===== src/rtl/image_rom_arbiter.sv =====
// Shares one 1-cycle-latency image ROM between NUM_REQ requesters; 3-stage pipeline, one-hot ack.
// Optional macro ROM_ARB_FIXED_PRIO_EN selects fixed priority (lowest index wins) instead of round-robin.
module image_rom_arbiter #(
  parameter int NUM_REQ    = 2,
  parameter int ADDR_WIDTH = 10,
  parameter int DATA_WIDTH = 12
) (
  input  logic                          clk,
  input  logic                          rst_n,
  input  logic [NUM_REQ-1:0]            req,
  input  logic [NUM_REQ*ADDR_WIDTH-1:0] req_addr,
  output logic [NUM_REQ-1:0]            ack,
  output logic [DATA_WIDTH-1:0]         rdata,
  output logic [ADDR_WIDTH-1:0]         rom_addr,
  input  logic [DATA_WIDTH-1:0]         rom_rgb
);
  localparam int IW = (NUM_REQ > 1) ? $clog2(NUM_REQ) : 1;

  logic [NUM_REQ-1:0]    r_inflight;
  logic [NUM_REQ-1:0]    w_elig, w_set, w_clr;
  logic [1:0]            r_vld_pipe;
  logic [IW-1:0]         r_tag1, r_tag2;
  logic [IW-1:0]         w_start, w_win, w_idx;
  logic                  w_gnt;
  logic [ADDR_WIDTH-1:0] w_addr;

`ifdef ROM_ARB_FIXED_PRIO_EN
  assign w_start = '0;
`else
  logic [IW-1:0] r_ptr;
  assign w_start = r_ptr;
`endif

  assign w_elig = req & ~r_inflight;

  // Walk from the highest search offset down so the first eligible one after w_start wins.
  always_comb begin
    w_gnt = 1'b0;
    w_win = '0;
    w_idx = '0;
    for (int k = NUM_REQ - 1; k >= 0; k--) begin
      w_idx = IW'((int'(w_start) + k) % NUM_REQ);
      if (w_elig[w_idx]) begin
        w_gnt = 1'b1;
        w_win = w_idx;
      end
    end
  end

  always_comb begin
    w_addr = '0;
    w_set  = '0;
    w_clr  = '0;
    for (int i = 0; i < NUM_REQ; i++) begin
      if (w_win == IW'(i)) w_addr = req_addr[i*ADDR_WIDTH +: ADDR_WIDTH];
      w_set[i] = w_gnt && (w_win == IW'(i));
      w_clr[i] = r_vld_pipe[1] && (r_tag2 == IW'(i));
    end
  end

  always_ff @(posedge clk or negedge rst_n) begin
    if (!rst_n) begin
      r_vld_pipe <= '0;
      r_tag1     <= '0;
      r_tag2     <= '0;
      r_inflight <= '0;
      rom_addr   <= '0;
      ack        <= '0;
      rdata      <= '0;
    end else begin
      r_vld_pipe <= {r_vld_pipe[0], w_gnt};
      r_tag2     <= r_tag1;
      if (w_gnt) begin
        r_tag1   <= w_win;
        rom_addr <= w_addr;
      end
      ack <= w_clr;
      if (r_vld_pipe[1]) rdata <= rom_rgb;
      // Clearing with the ack makes the requester eligible again the following cycle.
      r_inflight <= (r_inflight & ~w_clr) | w_set;
    end
  end

`ifndef ROM_ARB_FIXED_PRIO_EN
  always_ff @(posedge clk or negedge rst_n) begin
    if (!rst_n)     r_ptr <= '0;
    else if (w_gnt) r_ptr <= (w_win == IW'(NUM_REQ - 1)) ? '0 : w_win + 1'b1;
  end
`endif

endmodule


===== config.mk =====
export PLATFORM = sky130hd
export DESIGN_NAME = image_rom_arbiter
export DESIGN_NICKNAME = d
export VERILOG_FILES = /design/src/rtl/image_rom_arbiter.sv
export SDC_FILE = /design/constraint.sdc
export NUM_CORES = 1
export LEC_CHECK = 0
export BUFFER_PORTS_ARGS = -buffer_cell sky130_fd_sc_hd__buf_2
export CORE_MARGIN = 2
export CORE_UTILIZATION = 48
export CTS_CLUSTER_DIAMETER = 120
export DETAILED_ROUTE_END_ITERATION = 6
export MAX_ROUTING_LAYER = met4
export PLACE_DENSITY_LB_ADDON = 0.2
export RECOVER_POWER = 25
export SYNTH_ARGS = -nofsm -noshare
export SYNTH_HDL_FRONTEND = slang
export SYNTH_SLANG_ARGS = --single-unit
export TNS_END_PERCENT = 10

===== constraint.sdc =====
create_clock -name clk -period 2.3 [get_ports clk]
set_clock_uncertainty 0.15 [all_clocks]
set_input_delay 0.115 -clock clk [delete_from_list [all_inputs] [get_ports clk]]
set_output_delay 0.115 -clock clk [all_outputs]
set_load 0.03 [all_outputs]

# == After elaboration in Yosys (flattened, before gate mapping) ==
# Cells that the tools add are included.
# op_classes
n_addsub,2
magnitude_cmp,2
muxes,10
bitwise_logic,7
reduce_logical,4
# ops
operator,count
$mux W10,1
$mux W1,9
$and A2 B2 Y2,2
$logic_and A1 B1 Y1,4
$lt A1 B2 Y1 const B,2
$not A2 Y2,2
$add A1 B1 Y1 const B,2
$not A1 Y1,2
$or A2 B2 Y2,1
# totals
reg_bits,31
input_bits,36
output_inout_bits,24

# == Depth between registers and ports, before layout ==
# logic_depth
depth_word,9
depth_mapped,4

# == Worst setup path after synthesis ==
# Ideal clock, no wire load.
# synth_path
path_type,reg-to-reg
start,reg r_inflight[0]
end,reg rom_addr[1]
setup_time_ps,126
t_arrival_ps,1077
setup_slack_ps,947
stages_incl_launch_ff,5
period_less_slack_ps,1353
cell_sequence,dfrtp_1 -> nor2b_4 -> a21boi_4 -> buf_6 -> a221o_1
# synth_between
elab_chain_cells,7
word_cells_on_any_way,11
classes_between,mux (9); bitwise (2)
# synth_rtl
element,line,text
"start, declared",19,logic [NUM_REQ-1:0] r_inflight;
"start signal, assigned",80,r_inflight <= (r_inflight & ~w_clr) | w_set;
$not A2 Y2 (*),34,assign w_elig = req & ~r_inflight;
$and A2 B2 Y2 (*),34,
$mux W1 (implied by the code) (2 in a row),43,if (w_elig[w_idx]) begin
$mux W1 (2 in a row),43,
$mux W10,55,if (w_win == IW'(i)) w_addr = req_addr[i*ADDR_WIDTH +: ADDR_WIDTH];
"end signal, assigned",75,rom_addr <= w_addr;
"end, declared",14,"output logic [ADDR_WIDTH-1:0] rom_addr,"
# Mark *: on every way between the ends. The rest lies on a longest branch, timed or not. The select of a mux whose other input is x is not followed.
# A chain may end at the register's enable or synchronous reset.

# == Worst setup path in the final report ==
# layout_path
start,reg r_inflight[1]
end,reg rom_addr[3]
# The elaborated chain is that of the path after synthesis.

==> results.toml <==
[run_status]
status = "complete, but fails checks"
violations = "capacitance limit, slew limit"

[synth]
avgSynthCellArea_um2 = 14.78
synth_cell_type_count = 16
synth_ff_type = "dfrtp_1"
yosysMostFrequentCell = "dfrtp_1"
syn_area_um2 = 1241
synth-seq-cells = 31
synth_top_cell_area_share_pct = 62.50
synth.area.top_cells = "dfrtp_1, mux2_2, a221o_1, nor3b_1, nor2b_4"
yosys_warnings = 0
synth_cells = 84
yosysSeqAreaShare_pct = 62.50
synth_nets = 120
synth_top_cells_by_count = "dfrtp_1, mux2_2, a221o_1, nor3b_1, inv_1"
synth_top_area_cell = "dfrtp_1"
synthArstFlopShare_pct = 100.0
synth_edf_count = 0

[min_path]
worst_hold_path_type = "primary input to flop"
hold_start = "req[0]"
hold_depth = 4
holdPathEnd = "r_ptr"

[placement]
dpl.hpwl_um = 1720
gp_congestion = 0.6556
port_buffers = 59
dpl.cell_count = 168

[final_layout]
area_growth_pct = 54.94
multi_input_area_um2 = 420.4
finalNetCount = 214
final-seq-area_um2 = 775.7
diodes = 0
num-fill-cells = 160
drive_gt1_share_pct = 44.69
instances_no_fill = 209

[timing]
finalCritPeriodShare_pct = 94.07
tns_ns = 0
slew_violations = 32
finalHoldViolations = 0
max_slew_margin_pct = -5.585
layout_min_cycle_time_ns = 2.164
tightest_slew_ns = 1.584
setup_viol_count_final = 0
clock.fmax_ghz = 0.4622
rsz0062_at_grt = "no"

[setup_path]
start_kind = "flop"
reg2reg_from = "r_inflight[1]"
critPathRequiredTime_ns = 2.41
worstSetupEndpointType = "flop"
critical_path_arrival_ns = 2.28
r2r_end = "rom_addr[3]"
worstSetupPathType = "flop to flop"
reg2reg_slack_ns = 0.14
cp_max_fo = 14
worstRegToRegCells = 4

[routing]
drc = 0
vias = 1023
routedWlPerCell_um = 13.23
drtIter0Drc = 15
via_per_inst = 4.895
firstDrtPassIters = 3
wirelength_um = 2766
antenna_left = 0

[floorplan]
die_x_um = 54.85
dieArea_um2 = 3009
row_count = 18
initial_core_util_pct = 50.56
core_um2 = 2455
fp.dieH_um = 54.85
ios = 60

[cts]
htree_levels = 2
cts_tree = "done"
clk_path_buf_depth = 2
numClockSinks = 31
worstSkewPairLatency_ns = 0.32
clk_pin_slew_ns = 0.09
cts_made_buffers = 5
cts_root_buf = "clkbuf_4"

[global_route]
grt_usage_pct = 22.09
antenna_found_initial = 0
grt_max_degree = 32
overflow = 0
grt_pass1_vias = 953
grt_pass1_wl_um = 4298

[power_and_ir_drop]
power_density_nw_per_um2 = 1357
cellLeakagePower_uw = 0.0009582
ir_worst_vdd_mv = 1.080

[flow_run]
cap_violations = 1
-- per-stage QoR --
stage,worst slack (ns),instance area [um^2],utilization [%],hold slack [ns],total power (uW)
floorplan,0.9467,1241,-,-0.3306,1835
global placement,0.6923,1536,62.59,0.02679,2104
detailed placement,0.6474,1536,62.59,0.04151,2139
CTS,0.07373,1917,78.08,0.08169,2606
global route,0.04866,1923,78.34,0.07607,2771
finish,0.1365,1923,78.34,0.08657,2609
-- report_power, final --
group,internal (uW),total [uW],switching [uW]
combinational,601,1340,742
sequential,809,974,165
clock,119,291,172
-- flip-flops by register name (all words and copies together) (netlist names) --
signal / flops
ack: 2
r_inflight: 2
r_ptr: 1
r_tag1: 1
r_tag2: 1
r_vld_pipe: 2
rdata: 12
rom_addr: 10
-- layer usage --
layer	GRT usage [%]	wire length, um	up-vias
met5	-	0	-
met4	11.25	53	0
met3	7.650	179	4
met2	32.34	1376	35
met1	26.90	1157	490
li1	-	-	494
-- worst max-delay path, stage by stage, from the launching register on --
cell and delay [ns]:
dfrtp_1 0.42, nor2b_4 0.34, a21boi_4 0.43, a221o_1 0.21
dlygate4sd3_1 0.55
-- cell type report --
| cell class | instances | share of cell area [%] |
|---|---|---|
| sequential | 31 | 40.34 |
| timing repair buffer | 92 | 32.47 |
| multi-input combinational | 44 | 21.86 |
| clock buffer | 7 | 2.342 |
| tap | 30 | 1.952 |
| inverter | 4 | 0.7807 |
| clock inverter | 1 | 0.2602 |
-- worst max-delay path by stage --
stage               slack [ns]     endpoint          start
global route              0.05  rom_addr[3]  r_inflight[1]
floorplan                 0.95  rom_addr[1]  r_inflight[0]
finish                    0.14  rom_addr[3]  r_inflight[1]
detailed placement        0.65  rom_addr[8]  r_inflight[0]
global placement          0.69  rom_addr[3]  r_inflight[0]
CTS                       0.07  rom_addr[8]  r_inflight[0]
-- layout by cell type (no fill, tap or decap), drive strengths merged --
cell type,n
buf,58
dlygate4sd3,33
dfrtp,31
mux2,12
nor3b,10
a221o,10
clkbuf,8
inv,4
nor2b,3
nor2,2
a21boi,2
a21o,2
nand2,1
o21bai,1
a21oi,1
clkinv,1
-- what timing repair did --
item,in CTS,in global routing
buffers inserted,0,0
hold buffers,33,0
endpoints found under the setup margin,0,10
hold endpoints to repair,53,0
gates resized for setup,0,1
-- kinds of logic after synthesis --
family | count (synthesis) | share of synthesized area (%)
AOI/OAI and AO/OA | 16 | 12.70
DFF | 31 | 62.50
buffers and inverters | 9 | 4.233
muxes | 12 | 10.89
and+or+nand+nor | 16 | 9.678
Note: power is estimated with default switching activity, not from simulation.
